===== config.mk =====
export PLATFORM = sky130hd
export DESIGN_NAME = sdrc_bs_convert_gen
export DESIGN_NICKNAME = d
export VERILOG_FILES = /design/src/rtl/sdrc_bs_convert_gen.sv
export SDC_FILE = /design/constraint.sdc
export NUM_CORES = 1
export LEC_CHECK = 0
export ABC_AREA = 1
export ABC_CLOCK_PERIOD_IN_PS = 2600
export BUFFER_PORTS_ARGS = -buffer_cell sky130_fd_sc_hd__buf_2
export CORE_UTILIZATION = 45
export DETAILED_ROUTE_END_ITERATION = 8
export GPL_TIMING_DRIVEN = 0
export HOLD_SLACK_MARGIN = 0.1
export PLACE_DENSITY_LB_ADDON = 0.08
export SYNTH_ARGS = -nofsm -noshare
export SYNTH_HDL_FRONTEND = slang
export SYNTH_SLANG_ARGS = --single-unit

===== constraint.sdc =====
create_clock -name clk -period 2.6 [get_ports clk]
set_input_delay 0.26 -clock clk [delete_from_list [all_inputs] [get_ports clk]]
set_output_delay 0.26 -clock clk [all_outputs]
set_load 0.005 [all_outputs]

===== src/rtl/sdrc_bs_convert_gen.sv =====
// Application-to-SDRAM bus-width converter: splits 32-bit application words into
// 1/2/4 SDRAM beats on writes and packs read beats back into words.
module sdrc_bs_convert_gen #(
  parameter int APP_AW = 30,
  parameter int APP_DW = 32,
  parameter int APP_BW = 4,
  parameter int APP_RW = 9
) (
  input  logic              clk,
  input  logic              reset,
  input  logic [1:0]        sdr_width,
  input  logic [APP_AW-1:0] app_req_addr,
  output logic [APP_AW+1:0] app_req_addr_int,
  input  logic [APP_RW-1:0] app_req_len,
  output logic [APP_RW+1:0] app_req_len_int,
  input  logic              app_req_wr_n,
  input  logic              app_sdr_req,
  output logic              app_sdr_req_int,
  input  logic              app_req_dma_last,
  output logic              app_req_dma_last_int,
  input  logic              app_req_ack_int,
  output logic              app_req_ack,
  input  logic [APP_DW-1:0] app_wr_data,
  input  logic [APP_BW-1:0] app_wr_en_n,
  output logic [APP_DW-1:0] app_wr_data_int,
  output logic [APP_BW-1:0] app_wr_en_n_int,
  input  logic              app_wr_next_int,
  output logic              app_wr_next,
  input  logic [APP_DW-1:0] app_rd_data_int,
  input  logic              app_rd_valid_int,
  output logic [APP_DW-1:0] app_rd_data,
  output logic              app_rd_valid
);

  typedef enum logic [1:0] {
    ST_IDLE = 2'd0,
    ST_WR   = 2'd1,
    ST_RD   = 2'd2
  } state_t;

  state_t            state, state_nxt;
  logic [1:0]        mode_q;
  logic [1:0]        idx;
  logic [APP_RW-1:0] words_left;
  logic [15:0]       rd_buf0;
  logic [7:0]        rd_buf1;
  logic [7:0]        rd_buf2;

  logic [1:0]        shift_in;
  logic [1:0]        last_idx;
  logic              is_last;
  logic              passthru;
  logic              beat;
  logic [APP_RW-1:0] len_eff;

  // Reserved width code 11 behaves as a full 32-bit SDRAM.
  function automatic logic [1:0] width_to_shift(input logic [1:0] w);
    return (w == 2'b11) ? 2'b00 : w;
  endfunction

  function automatic logic [1:0] shift_to_last(input logic [1:0] s);
    case (s)
      2'd1:    return 2'd1;
      2'd2:    return 2'd3;
      default: return 2'd0;
    endcase
  endfunction

  assign shift_in = width_to_shift(sdr_width);
  assign len_eff  = (app_req_len == '0) ? APP_RW'(1) : app_req_len;

  assign app_req_addr_int     = {2'b00, app_req_addr} << shift_in;
  assign app_req_len_int      = {2'b00, len_eff} << shift_in;
  assign app_req_dma_last_int = app_req_dma_last;
  assign app_req_ack          = app_req_ack_int;
  assign app_sdr_req_int      = app_sdr_req & ~reset & (state == ST_IDLE);

  assign last_idx = shift_to_last(mode_q);
  assign is_last  = (idx == last_idx);
  assign passthru = (state == ST_IDLE) && (mode_q == 2'd0);
  assign beat     = ((state == ST_WR) && app_wr_next_int) ||
                    ((state == ST_RD) && app_rd_valid_int);

  assign app_wr_next  = ~reset & (passthru ? app_wr_next_int
                                           : ((state == ST_WR) & app_wr_next_int & is_last));
  assign app_rd_valid = ~reset & (passthru ? app_rd_valid_int
                                           : ((state == ST_RD) & app_rd_valid_int & is_last));

  // Write beat slicing: narrow beats ride on the LSBs, unused enables stay inactive.
  always_comb begin
    app_wr_data_int = '0;
    app_wr_en_n_int = '1;
    case (mode_q)
      2'd1: begin
        if (idx[0]) begin
          app_wr_data_int[15:0] = app_wr_data[31:16];
          app_wr_en_n_int[1:0]  = app_wr_en_n[3:2];
        end else begin
          app_wr_data_int[15:0] = app_wr_data[15:0];
          app_wr_en_n_int[1:0]  = app_wr_en_n[1:0];
        end
      end
      2'd2: begin
        case (idx)
          2'd0:    app_wr_data_int[7:0] = app_wr_data[7:0];
          2'd1:    app_wr_data_int[7:0] = app_wr_data[15:8];
          2'd2:    app_wr_data_int[7:0] = app_wr_data[23:16];
          default: app_wr_data_int[7:0] = app_wr_data[31:24];
        endcase
        app_wr_en_n_int[0] = app_wr_en_n[idx];
      end
      default: begin
        app_wr_data_int = app_wr_data;
        app_wr_en_n_int = app_wr_en_n;
      end
    endcase
  end

  // Read word assembly: the final beat is used directly, earlier ones come from rd_buf.
  always_comb begin
    app_rd_data = app_rd_data_int;
    case (mode_q)
      2'd1:    app_rd_data = {app_rd_data_int[15:0], rd_buf0};
      2'd2:    app_rd_data = {app_rd_data_int[7:0], rd_buf2, rd_buf1, rd_buf0[7:0]};
      default: app_rd_data = app_rd_data_int;
    endcase
  end

  always_comb begin
    state_nxt = state;
    case (state)
      ST_IDLE: begin
        if (app_req_ack_int && (shift_in != 2'd0))
          state_nxt = app_req_wr_n ? ST_RD : ST_WR;
      end
      ST_WR, ST_RD: begin
        if (beat && is_last && (words_left == '0))
          state_nxt = ST_IDLE;
      end
      default: state_nxt = ST_IDLE;
    endcase
  end

  // Stage p0: burst control and read beat buffer
  always_ff @(posedge clk) begin
    if (reset) begin
      state      <= ST_IDLE;
      mode_q     <= 2'd0;
      idx        <= 2'd0;
      words_left <= '0;
      rd_buf0    <= '0;
      rd_buf1    <= '0;
      rd_buf2    <= '0;
    end else begin
      state <= state_nxt;
      if ((state == ST_IDLE) && app_req_ack_int) begin
        mode_q     <= shift_in;
        idx        <= 2'd0;
        words_left <= len_eff - APP_RW'(1);
      end else if (beat) begin
        if (is_last) begin
          idx <= 2'd0;
          if (words_left != '0)
            words_left <= words_left - APP_RW'(1);
        end else begin
          idx <= idx + 2'd1;
          if (state == ST_RD) begin
            case (idx)
              2'd0:    rd_buf0 <= app_rd_data_int[15:0];
              2'd1:    rd_buf1 <= app_rd_data_int[7:0];
              default: rd_buf2 <= app_rd_data_int[7:0];
            endcase
          end
        end
      end
    end
  end

endmodule


Word-level counts from Yosys, hierarchy flattened
Cells that the tools add are included.
{"block": "totals", "ff_bits": 47, "wordCells": 88}
{"block": "classes", "addsub": 3, "n_lt_le_gt_ge": 1, "eq_ne": 10, "shifts": 2, "muxes": 26, "bitwise": 12, "n_reduce_logical": 27}
{"operator": "32-bit case mux with 2 select lines", "count": 1}
{"operator": "9-bit two-way mux", "count": 5}
{"operator": "16-bit two-way mux", "count": 2}
{"operator": "8-bit case mux with 2 select lines", "count": 2}
{"operator": "30-bit by 2-bit << shifter with 32-bit output", "count": 1}
{"operator": "8-bit case mux with 3 select lines", "count": 1}
{"operator": "9-bit zero test", "count": 2}
{"operator": "9-bit by 1-bit subtractor with 9-bit output (second input constant)", "count": 2}
{"operator": "5-bit AND reduction", "count": 3}
{"operator": "2-bit two-way mux", "count": 7}
{"operator": "9-bit by 2-bit << shifter with 11-bit output", "count": 1}
{"operator": "9-bit nonzero test", "count": 1}
{"operator": "1-bit bitwise AND", "count": 8}
{"operator": "2-bit == test (second input constant)", "count": 4}
{"operator": "2-bit case mux with 2 select lines", "count": 2}
{"operator": "2-bit nonzero test", "count": 4}
{"operator": "2-bit OR reduction", "count": 4}
{"operator": "1-bit logical AND", "count": 7}
{"operator": "2-bit by 1-bit == test with 1-bit output (second input constant)", "count": 3}
{"operator": "2-bit zero test", "count": 3}
{"operator": "1-bit inverter", "count": 4}
{"operator": "1-bit case mux with 2 select lines", "count": 2}
{"operator": "2-bit by 3-bit less-than comparator with 1-bit output (second input constant)", "count": 1}
{"operator": "1-bit two-way mux", "count": 3}
{"operator": "other kinds (8)", "count": 8}

Longest topological paths before layout
Gate-level depths: netlist of the first run.
{"block": "depth", "word_depth": 7, "depth_mapped": 14, "ltp_nobuf": 14}

Worst setup path before layout of the first run
OpenSTA, ideal clock, no wires.
{"block": "synth_path", "kind": "reg-to-reg", "from": "register state[0]", "to": "register words_left[8]", "setup_ps": 115, "t_arrival_ps": 1886, "t_required_ps": 2485, "slack_ps": 599, "stages_incl_launch_ff": 15, "path_cell_list": "dfxtp_1 > inv_1 > ha_1 > nand2_1 > buf_2 > nand2_1 > nand2_1 > ha_1 > inv_1 > nor2_2 > nand2_1 > nor2_1 > xnor2_1 > nor2_1 > nor2_1"}
{"block": "synth_via", "elab_chain_len": 5}
{"item": "start, declared", "line_no": "41", "source": "state_t state, state_nxt;"}
{"item": "start signal, assigned", "line_no": "155", "source": "state <= state_nxt;"}
{"item": "2-bit by 1-bit == test with 1-bit output / 2-bit == test (equally long branches)", "line_no": "81, 82"}
{"item": "1-bit logical AND, on equally long branches", "line_no": "81, 82"}
{"item": "1-bit logical OR", "line_no": "81", "source": "assign beat = ((state == ST_WR) && app_wr_next_int) ||"}
{"item": "2-bit nonzero test (no line)"}
{"item": "3-bit AND reduction (no line)"}
{"item": "end signal, assigned", "line_no": "159", "source": "words_left <= len_eff - APP_RW'(1);"}
{"item": "end signal, assigned", "line_no": "164", "source": "words_left <= words_left - APP_RW'(1);"}
{"item": "end, declared", "line_no": "44", "source": "logic [APP_RW-1:0] words_left;"}
Several ways; a longest one is shown, not always the timed one.
A chain may end at the register's enable or synchronous reset.

Worst setup path in the final report of the first run
{"block": "layout_path", "from": "register mode_q[0]", "to": "output port app_rd_valid"}
{"block": "layout_via", "elab_chain_len": 6}
{"item": "start, declared", "line_no": "42", "source": "logic [1:0] mode_q;"}
{"item": "start signal, assigned", "line_no": "157", "source": "mode_q <= shift_in;"}
{"item": "2-bit == test / 2-bit by 1-bit == test with 1-bit output (equally long branches)", "line_no": "62", "source": "case (s)"}
{"item": "2-bit case mux with 2 select lines", "line_no": "62"}
{"item": "2-bit == test", "line_no": "79", "source": "assign is_last = (idx == last_idx);"}
{"item": "1-bit bitwise AND", "line_no": "87", "source": ": ((state == ST_RD) & app_rd_valid_int & is_last));"}
{"item": "1-bit two-way mux (*)", "line_no": "86", "source": "assign app_rd_valid = ~reset & (passthru ? app_rd_valid_int"}
{"item": "1-bit bitwise AND (*)", "line_no": "86"}
{"item": "end, declared", "line_no": "32", "source": "output logic app_rd_valid"}
Mark *: on every way between the ends. The rest lies on a longest branch, timed or not.

==> qor.csv, run 1 <==
stage;metric;value;unit
outcome;status;finished clean;
finish;Layout Nets;1134;
sta;final setup vio count;0;
floorplan;Die H;103;µm
min_path;Hold Crit Class;input port to flip-flop;
finish;Layout Cells excl Fill;1138;
critical_path;crit path max fanout;10;
routing;average wire per standard cell;13.9;µm
routing;Residual DRC;0;
clocking;H-tree depth;2;
clocking;Post-CTS Setup Bufs;0;
synthesis;Adder-Cell Fraction of Synth Area;3.55;%
synthesis;Post-synth ARST share;0;%
finish;final core utilization;61.2;%
synthesis;syn nets;900;
synthesis;Seq/Total Area, Yosys;20.5;%
clocking;clk_lat worst skew;0.30;ns
critical_path;crit path capture type;primary output;
floorplan;Die W;103;µm
grt;antenna violations before repair;0;
flow_run;max-cap viol count;0;
sta;Worst Tran Pin Value;0.660;ns
critical_path;slowest cell on the critical path;dfxtp_1;
synthesis;largest family of logic cells by synthesized area;simple AND/OR/NAND/NOR gates;
clocking;Clock Tree Buf Depth;2;
finish;Layout area overhead;31.1;%
critical_path;CP arrival;2.23;ns
sta;Hold Vio Cnt, Final;0;
floorplan;row count;36;
synthesis;XOR/XNOR Fraction of Synth Area;0.573;%
placement;port bufs;230;
synthesis;Synth cell types;33;
synthesis;Synth Area in Simple Gates;29.3;%
sta;final worst-path cycle share;95.7;%
synthesis;EDFF count, synth;0;
synthesis;Area contributors post-synth;dfxtp_1, nand2_1, mux2i_1;
grt;first-pass GRT wire length;25000;µm
placement;DP HPWL;12400;µm
clocking;CTS sink count;47;
grt;aggregate global-route resource usage;29.6;%
sta;relative slew slack;56.0;%
sta;Post-Route Skew;0.00816;ns
synthesis;flops & latches, synth;47;
critical_path;RR Startpoint;state[0];
power;Leak;0.00302;µW
power;PwrDens;723;nW/µm²
grt;GRT overflow;0;
critical_path;Max stage delay on crit path;0.34;ns
placement;placed cells;1133;
synthesis;Mapped Cells;770;
critical_path;Critical Path, Cell by Cell;inv_1 > ha_1 > buf_4 > nand2_1 > inv_4 > o21ai_4 > buf_6 > o21ai_0 > and3_1 > buf_2;
sta;Slew Limit Fails;0;
routing;Initial DRT Pass Iterations;4;
synthesis;Syn. warnings;0;
synthesis;Main synth FF type;dfxtp_1;
critical_path;CP Data Required Time;2.34;ns
sta;setup repair after global routing missed its margin;false;
clocking;root buf cell;clkbuf_8;
sta;Final min period;2.49;ns
placement;gpl congestion;0.889;
critical_path;critical setup path kind;flip-flop to primary output;
synthesis;mapped cell area;4580;µm²
floorplan;CORE AREA;9820;µm²
clocking;Inserted Clock Buffers;5;
finish;antenna fix cells;0;
sta;worst hold margin;0.239;ns
grt;largest net degree at the start of global routing;16;
routing;Via density;5.21;
routing;total wire length;15900;µm
grt;number of global-route vias before repair;5273;
routing;via count;5931;
sta;Setup TNS;0;ns
synthesis;most area-hungry cell type in the Yosys netlist;dfxtp_1;
floorplan;num ports;233;
critical_path;type of origin of the critical path;flip-flop;
floorplan;initial core utilization;46.7;%
synthesis;Mean Syn Cell Area;5.95;µm²
critical_path;crit path launch;mode_q[0];
finish;share of cells above drive strength 1;27.4;%
synthesis;multiplexer share of the synthesized area;12.0;%
synthesis;Synth Area in Compound Gates;22.3;%
sta;Max Clock Freq;402;MHz
synthesis;Synth top area share;20.5;%
clocking;CTS tree;built;
floorplan;die area;10600;µm²
power;Peak VDD IR;0.467;mV
clocking;clock-pin slew on the worst setup and hold paths;0.09;ns
routing;antenna viol nets, final;0;
min_path;HP Start;app_rd_data_int[9];
routing;DR iter-0 viols;236;
cells in the mapped netlist, types with 2 or more instances:
cell type / number
xnor2_1: 2
o21ai_2: 2
o211ai_1: 2
nand2_1: 169
and3_1: 3
inv_1: 71
clkbuf_1: 34
buf_1: 3
buf_4: 6
nor3_1: 2
nand4_1: 26
nor2_1: 99
nand3_1: 19
inv_2: 3
o21ai_1: 2
a21oi_1: 101
buf_2: 12
dfxtp_1: 47
mux2i_1: 55
a31oi_1: 10
o21ai_0: 77
ha_1: 13
nor2_2: 2
final cells by class:
type | count | area, µm²
Inverter | 75 | 284
Timing Repair Buffer | 230 | 1150
Clock buffer | 6 | 82.6
Buffer | 53 | 254
Multi-Input combinational cell | 592 | 3120
Clock inverter | 2 | 16.3
Sequential cell | 47 | 941
Tap cell | 133 | 166
Fill cell | 1050 | 3810
where the power goes:
part	internal, µW	leakage (µW)	total [µW]	switching [µW]
Sequential	819	0.000381	887	68.2
Combinational	1120	0.00259	2980	1860
Clock	218	0.0000474	483	266
Total	2150	0.00302	4350	2190
through the flow:
stage	cell area, µm²	setup WS (ns)	power, µW
2_1_floorplan	4580	0.599	2720
3_3_place_gp	5900	0.228	3810
3_5_place_dp	5900	0.217	3820
4_1_cts	6000	0.0107	4310
5_1_grt	6010	0.0172	4780
6_report	6010	0.112	4350
cells in the final DEF, fill, tap and decap left out, types with 2 or more instances in the layout:
master	netlist	routed
a21oi_1	101	101
a31oi_1	10	10
and3_1	3	3
buf_1	3	3
buf_2	12	242
buf_4	6	5
buf_6	1	2
clkbuf_1	34	26
clkbuf_2	0	5
clkbuf_8	0	6
dfxtp_1	47	47
ha_1	13	12
inv_1	71	71
inv_2	3	2
mux2i_1	55	55
nand2_1	169	169
nand3_1	19	19
nand4_1	26	26
nor2_1	99	99
nor2_2	2	2
nor3_1	2	2
o211ai_1	2	2
o21ai_0	77	77
o21ai_1	2	2
xnor2_1	2	2
cells by family after synthesis:
kind of cell | count (synthesis)
adder cells (fa/ha/maj) | 13
AND/OR/NAND/NOR | 324
AO/OA/AOI/OAI | 197
flip-flops | 47
buffers and inverters | 131
multiplexers | 55
XOR/XNOR | 3
critical path: cells and delay by family (launching register included):
kind,cells,cell delay [ns]
adder cells (fa/ha/maj),1,0.29
buffers and inverters,5,0.64
AND/OR/NAND/NOR,2,0.34
AO/OA/AOI/OAI,2,0.31
flip-flops,1,0.34
flip-flops by register name, summed over array words and instances (netlist names):
signal,cells
idx,2
mode_q,2
rd_buf0,16
rd_buf1,8
rd_buf2,8
state,2
words_left,9
worst paths after layout:
kind                                       to  slack (ns)  cells after the start
worst max register to register  words_left[8]        0.27                     14
worst min-delay path               rd_buf0[9]        0.24                      3
worst min register to register     rd_buf0[9]        0.47                      2
worst max-delay path             app_rd_valid        0.11                     10
timing repair:
item,CTS,global route
hold buffers,0,0
gates resized for setup,1,12
pin swaps,0,1
endpoints found under the setup margin,2,17
routing by layer:
metal	share of wire [%]	up-vias	wire (µm)	GRT usage [%]
li1	-	3020	-	-
met4	1.7	0	267	8.02
met3	8.7	23	1370	4.27
met5	0	-	0	0
met2	48	273	7650	54.3
met1	41	2615	6580	35.9
(Power assumes the default switching activity.)
==> inputs of run 2 (changes only) <==
--- a/config.mk
+++ b/config.mk
@@ -8,7 +8,8 @@
 export ABC_AREA = 1
 export ABC_CLOCK_PERIOD_IN_PS = 2600
 export BUFFER_PORTS_ARGS = -buffer_cell sky130_fd_sc_hd__buf_2
-export CORE_UTILIZATION = 45
+export CORE_UTILIZATION = 40
+export CTS_BUF_LIST = sky130_fd_sc_hd__clkbuf_8
 export DETAILED_ROUTE_END_ITERATION = 8
 export GPL_TIMING_DRIVEN = 0
 export HOLD_SLACK_MARGIN = 0.1
==> run 2 against run 1 <==
  * Sequential power hardly changed
  * Global-route usage fell by 2.8 points
  * Routed wire length grew 3.4%
  * Critical endpoint unchanged
==> qor.csv, run 2 (synthesis gave the netlist of run 1 again) <==
stage;metric;value;unit;change
routing;Initial DRT Pass Iterations;5;;was 4
critical_path;crit path max fanout;10;;unchanged
critical_path;type of origin of the critical path;flip-flop;;unchanged
clocking;Inserted Clock Buffers;5;;unchanged
finish;antenna fix cells;0;;unchanged
sta;Final WS setup;0.152;ns;was 0.112 ns
clocking;clock-pin slew on the worst setup and hold paths;0.10;ns;was 0.09 ns
sta;relative slew slack;54.4;%;was 56.0%
sta;Slew Limit Fails;0;;unchanged
floorplan;initial core utilization;41.7;%;was 46.7%
clocking;Clock Tree Buf Depth;2;;unchanged
routing;via count;5942;;was 5931
critical_path;critical setup path kind;flip-flop to primary output;;unchanged
routing;Residual DRC;0;;unchanged
sta;Setup TNS;0;ns;unchanged
finish;commonest non-fill, non-tap cells in the layout;buf_2, nand2_1, a21oi_1;;unchanged
placement;port bufs;230;;unchanged
finish;share of cells above drive strength 1;27.8;%;was 27.4%
grt;largest net degree at the start of global routing;17;;was 16
routing;total wire length;16400;µm;was 15900 µm
power;Power Internal;2230;µW;was 2150 µW
finish;Layout Nets;1136;;was 1134
power;clock share of power;12.7;%;was 11.1%
power;Sw Ratio;49.8;%;was 50.5%
sta;Max Clock Freq;409;MHz;was 402 MHz
routing;antenna viol nets, final;0;;unchanged
sta;final worst-path cycle share;94.1;%;was 95.7%
critical_path;worst path buffer plus inverter count;5;;unchanged
flow_run;max-cap viol count;0;;unchanged
floorplan;CORE AREA;11000;µm²;was 9820 µm²
floorplan;die area;11900;µm²;was 10600 µm²
sta;worst hold margin;0.231;ns;was 0.239 ns
power;PwrDens;735;nW/µm²;was 723 nW/µm²
sta;Final min period;2.45;ns;was 2.49 ns
critical_path;CP top delay family;buffers and inverters;;unchanged
placement;DP HPWL;12800;µm;was 12400 µm
critical_path;crit path launch;mode_q[0];;unchanged
clocking;clk_lat worst skew;0.31;ns;was 0.30 ns
min_path;HP Start;app_rd_data_int[11];;was app_rd_data_int[9]
power;switching power total;2220;µW;was 2190 µW
grt;number of global-route vias before repair;5137;;was 5273
power;Leak;0.00304;µW;was 0.00302 µW
sta;setup repair after global routing missed its margin;false;;unchanged
floorplan;Die W;109;µm;was 103 µm
sta;Post-Route Skew;0.0147;ns;was 0.00816 ns
power;Peak VDD IR;0.375;mV;was 0.467 mV
min_path;Hold Crit Class;input port to flip-flop;;unchanged
clocking;H-tree depth;2;;unchanged
critical_path;Max stage delay on crit path;0.34;ns;about the same
finish;FILL cells;1168;;was 1050
clocking;root buf cell;clkbuf_8;;unchanged
finish;Biggest register;rd_buf0;;unchanged
critical_path;RR Startpoint;state[0];;unchanged
floorplan;num ports;233;;unchanged
floorplan;Die H;109;µm;was 103 µm
power;Comb pwr share;67.3;%;was 68.5%
critical_path;crit path capture type;primary output;;unchanged
finish;Top Registers;rd_buf0 x16, words_left x9;;unchanged
clocking;CTS sink count;47;;unchanged
critical_path;CP arrival;2.19;ns;was 2.23 ns
floorplan;row count;38;;was 36
finish;Largest register FFs;16;;unchanged
routing;Via density;5.18;;was 5.21
finish;most common cell after layout, fill and taps aside;buf_2;;unchanged
critical_path;CP Data Required Time;2.34;ns;about the same
grt;aggregate global-route resource usage;26.8;%;was 29.6%
routing;DR iter-0 viols;335;;was 236
grt;first-pass GRT wire length;25300;µm;was 25000 µm
grt;antenna violations before repair;0;;unchanged
sta;Hold Vio Cnt, Final;0;;unchanged
outcome;status;finished clean;;unchanged
critical_path;Critical Path, Cell by Cell;inv_1 > ha_1 > buf_4 > nand2_1 > inv_4 > o21ai_4 > buf_6 > o21ai_0 > and3_1 > buf_2;;unchanged
clocking;cts hold-fix bufs;0;;unchanged
power;sequential share of power;20.0;%;was 20.4%
placement;gpl congestion;0.875;;was 0.889
routing;average wire per standard cell;14.3;µm;was 13.9 µm
grt;GRT overflow;0;;unchanged
clocking;CTS tree;built;;unchanged
sta;final setup vio count;0;;unchanged
placement;worst slack at placement;0.228;ns;was 0.217 ns
finish;Layout area overhead;32.1;%;was 31.1%
critical_path;slowest cell on the critical path;dfxtp_1;;unchanged
sta;Worst Tran Pin Value;0.684;ns;was 0.660 ns
[run 2: cell types whose count changed in the layout (fill, tap and decap cells not counted), sizes merged]
| cell | previous run | this run |
|---|---|---|
| inv | 74 | 75 |
| bufinv | 0 | 1 |
| clkinv | 2 | 1 |
| buf | 252 | 253 |
[run 2: through the flow]
step	power [µW]	std cells	util [%]	instance area [µm²]
6_report	4450	1147	55.1	6060
3_3_place_gp	3840	1140	53.8	5910
3_5_place_dp	3840	1140	53.8	5910
2_1_floorplan	2720	770	-	4580
5_1_grt	4880	1147	55.1	6060
4_1_cts	4420	1148	54.9	6030
[run 2: area by class of cell]
cell class                 instances  area [µm²]  area share [%]
multi-input combinational        592        3120            51.5
tap                              140         175            2.89
inverter                          75         284            4.69
clock buffer                       5        68.8            1.14
buffer                            53         256            4.23
timing repair buffer             232        1170            19.3
sequential                        47         941            15.5
clock inverter                     3        46.3           0.764
[run 2: worst paths after layout]
check	to	slack, ns	cells past startpoint
hold reg to reg	rd_buf0[9]	0.47	2
setup / recovery	app_rd_valid	0.15	10
setup reg to reg	words_left[8]	0.32	14
hold / removal	rd_buf0[11]	0.23	3
[run 2: worst min-delay path: cells and delay by family]
kind / cells / cell delay [ns]
compound gates: 1 / 0.06
buf+inv: 1 / 0.11
simple gates: 1 / 0.08
[run 2: routing by layer]
metal / wire length, µm / track usage, %
met1: 7130 / 34.0
met2: 7670 / 46.7
met3: 1270 / 4.12
met4: 338 / 7.43
met5: 0 / 0
[run 2: power by group through the flow]
stage               sequential [µW]  clock (µW)  combinational (µW)
floorplan                       885           0                1840
global placement                904           0                2940
detailed placement              903           0                2930
CTS                             888         580                2950
global route                    903         599                3380
finish                          889         568                3000
[run 2: repair_timing]
action / in CTS / in global routing
cloned: 0 / 0
gates resized for setup: 2 / 15
pin swaps: 0 / 1
setup endpoints to repair: 2 / 15
hold endpoints to repair: 0 / 0
buffers inserted: 0 / 2
==> inputs of run 3 (changes only) <==
--- a/config.mk
+++ b/config.mk
@@ -13,7 +13,7 @@
 export DETAILED_ROUTE_END_ITERATION = 8
 export GPL_TIMING_DRIVEN = 0
 export HOLD_SLACK_MARGIN = 0.1
-export PLACE_DENSITY_LB_ADDON = 0.08
+export PLACE_DENSITY = 0.72
 export SYNTH_ARGS = -nofsm -noshare
 export SYNTH_HDL_FRONTEND = slang
 export SYNTH_SLANG_ARGS = --single-unit
==> run 3 against run 2 <==
  * Global-route usage fell by 0.072 points
  * Clock skew down 0.00089 ns
  * First-iteration DRC count up 26%
==> qor.csv, run 3 (synthesis gave the netlist of run 1 again) <==
stage;metric;value;unit;change
power;Power Internal;2160;µW;was 2230 µW
sta;setup repair after global routing missed its margin;false;;unchanged
clocking;Post-CTS Setup Bufs;0;;unchanged
finish;commonest non-fill, non-tap cells in the layout;buf_2, nand2_1, a21oi_1;;unchanged
clocking;CTS sink count;47;;unchanged
routing;Initial DRT Pass Iterations;5;;unchanged
sta;Setup TNS;0;ns;unchanged
clocking;clock-pin slew on the worst setup and hold paths;0.10;ns;about the same
routing;Via density;5.23;;was 5.18
critical_path;crit path max fanout;10;;unchanged
sta;Hold Vio Cnt, Final;0;;unchanged
sta;Post-Route Skew;0.0138;ns;was 0.0147 ns
placement;DP HPWL;13200;µm;was 12800 µm
finish;Largest register FFs;16;;unchanged
finish;Biggest register;rd_buf0;;unchanged
sta;Slew Limit Fails;0;;unchanged
floorplan;Die H;109;µm;unchanged
power;Comb pwr share;68.6;%;was 67.3%
finish;most common cell after layout, fill and taps aside;buf_2;;unchanged
sta;Max Clock Freq;404;MHz;was 409 MHz
critical_path;CP arrival;2.21;ns;was 2.19 ns
power;Sw Ratio;50.8;%;was 49.8%
floorplan;num ports;233;;unchanged
clocking;H-tree depth;2;;unchanged
power;switching power total;2230;µW;was 2220 µW
floorplan;die area;11900;µm²;unchanged
clocking;clk_lat worst skew;0.31;ns;about the same
finish;Top Registers;rd_buf0 x16, words_left x9;;unchanged
power;Peak VDD IR;0.400;mV;was 0.375 mV
power;PwrDens;728;nW/µm²;was 735 nW/µm²
critical_path;type of origin of the critical path;flip-flop;;unchanged
routing;Residual DRC;0;;unchanged
min_path;Hold Crit Class;input port to flip-flop;;unchanged
clocking;CTS tree;built;;unchanged
critical_path;crit path capture type;primary output;;unchanged
critical_path;critical setup path kind;flip-flop to primary output;;unchanged
floorplan;CORE AREA;11000;µm²;unchanged
clocking;Clock Tree Buf Depth;2;;unchanged
power;sequential share of power;20.3;%;was 20.0%
power;Leak;0.00302;µW;was 0.00304 µW
flow_run;max-cap viol count;0;;unchanged
floorplan;initial core utilization;41.7;%;unchanged
sta;Final min period;2.47;ns;was 2.45 ns
sta;relative slew slack;56.1;%;was 54.4%
finish;Layout Nets;1134;;was 1136
placement;port bufs;230;;unchanged
routing;antenna viol nets, final;0;;unchanged
routing;via count;5990;;was 5942
placement;gpl congestion;0.920;;was 0.875
finish;share of cells above drive strength 1;27.5;%;was 27.8%
grt;first-pass GRT wire length;25300;µm;about the same
clocking;Inserted Clock Buffers;5;;unchanged
finish;final core utilization;54.9;%;was 55.1%
finish;final instance area;6030;µm²;was 6060 µm²
power;clock share of power;11.2;%;was 12.7%
clocking;root buf cell;clkbuf_8;;unchanged
floorplan;Die W;109;µm;unchanged
outcome;status;finished clean;;unchanged
placement;placed instance area;5910;µm²;unchanged
grt;aggregate global-route resource usage;26.8;%;about the same
floorplan;row count;38;;unchanged
sta;final worst-path cycle share;95.1;%;was 94.1%
critical_path;CP Data Required Time;2.34;ns;about the same
routing;total wire length;16700;µm;was 16400 µm
routing;DR iter-0 viols;421;;was 335
finish;Layout area overhead;31.4;%;was 32.1%
grt;largest net degree at the start of global routing;16;;was 17
grt;antenna violations before repair;1;;was 0
sta;final setup vio count;0;;unchanged
sta;Worst Tran Pin Value;0.659;ns;was 0.684 ns
grt;number of global-route vias before repair;5097;;was 5137
routing;average wire per standard cell;14.5;µm;was 14.3 µm
grt;GRT overflow;0;;unchanged
run 3: cell count changes in the layout (fill, tap and decap cells not counted), sizes merged:
cell	delta
buf	-1
clkinv	+1
diode	+1
inv	-1
bufinv	-1
run 3: routing by layer:
layer / track usage (%) / vias to the layer above / wire [µm]
met5: 0 / - / 0
met4: 5.79 / 0 / 229
met3: 4.18 / 24 / 1450
met2: 46.5 / 281 / 7800
met1: 34.6 / 2661 / 7160
li1: - / 3024 / -
run 3: what timing repair did:
| item | in CTS | in global routing |
|---|---|---|
| setup endpoints to repair | 2 | 12 |
| hold buffers | 0 | 0 |
| gates resized for setup | 1 | 13 |
| pin swaps | 0 | 0 |
run 3: worst max-delay path, stage by stage, from the launching register on:
cell and delay, ns:
dfxtp_1 0.32, inv_1 0.10, ha_1 0.15, buf_2 0.23, buf_1 0.43, o21ai_0 0.17, a31oi_1 0.16, o21ai_0 0.09
nand2_1 0.11, buf_2 0.14
run 3: layout make-up:
class | count | area (µm²)
timing repair buffer | 230 | 1150
clock buffer | 6 | 82.6
fill | 1176 | 4960
antenna | 1 | 2.50
buffer | 53 | 254
clock inverter | 2 | 16.3
tap | 140 | 175
inverter | 75 | 284
sequential | 47 | 941
multi-input combinational | 592 | 3120
run 3: path summary, 6_finish.rpt:
kind,startpoint,endpoint,slack [ns],cells after the start
min,app_rd_data_int[8],rd_buf0[8],0.23,3
max,mode_q[0],app_wr_data_int[5],0.13,9
max reg2reg,state[0],words_left[8],0.25,14
min reg2reg,rd_buf0[9],rd_buf0[9],0.47,2
run 3: per-stage QoR:
step	std cells	hold slack [ns]	setup slack, ns	power (µW)
after floorplan	770	0.395	0.599	2720
after CTS	1148	0.236	0.00316	4340
after global placement	1140	0.450	0.216	3840
after detailed placement	1140	0.451	0.189	3850
final	1146	0.230	0.128	4390
after global routing	1146	0.237	0.0115	4810
run 3: power by group through the flow:
| stage | combinational [µW] | clock (µW) | sequential, µW |
|---|---|---|---|
| final | 3010 | 490 | 890 |
| after global routing | 3370 | 529 | 903 |
| after CTS | 2960 | 491 | 890 |
| after detailed placement | 2940 | 0 | 905 |
| after global placement | 2930 | 0 | 905 |
| after floorplan | 1840 | 0 | 885 |
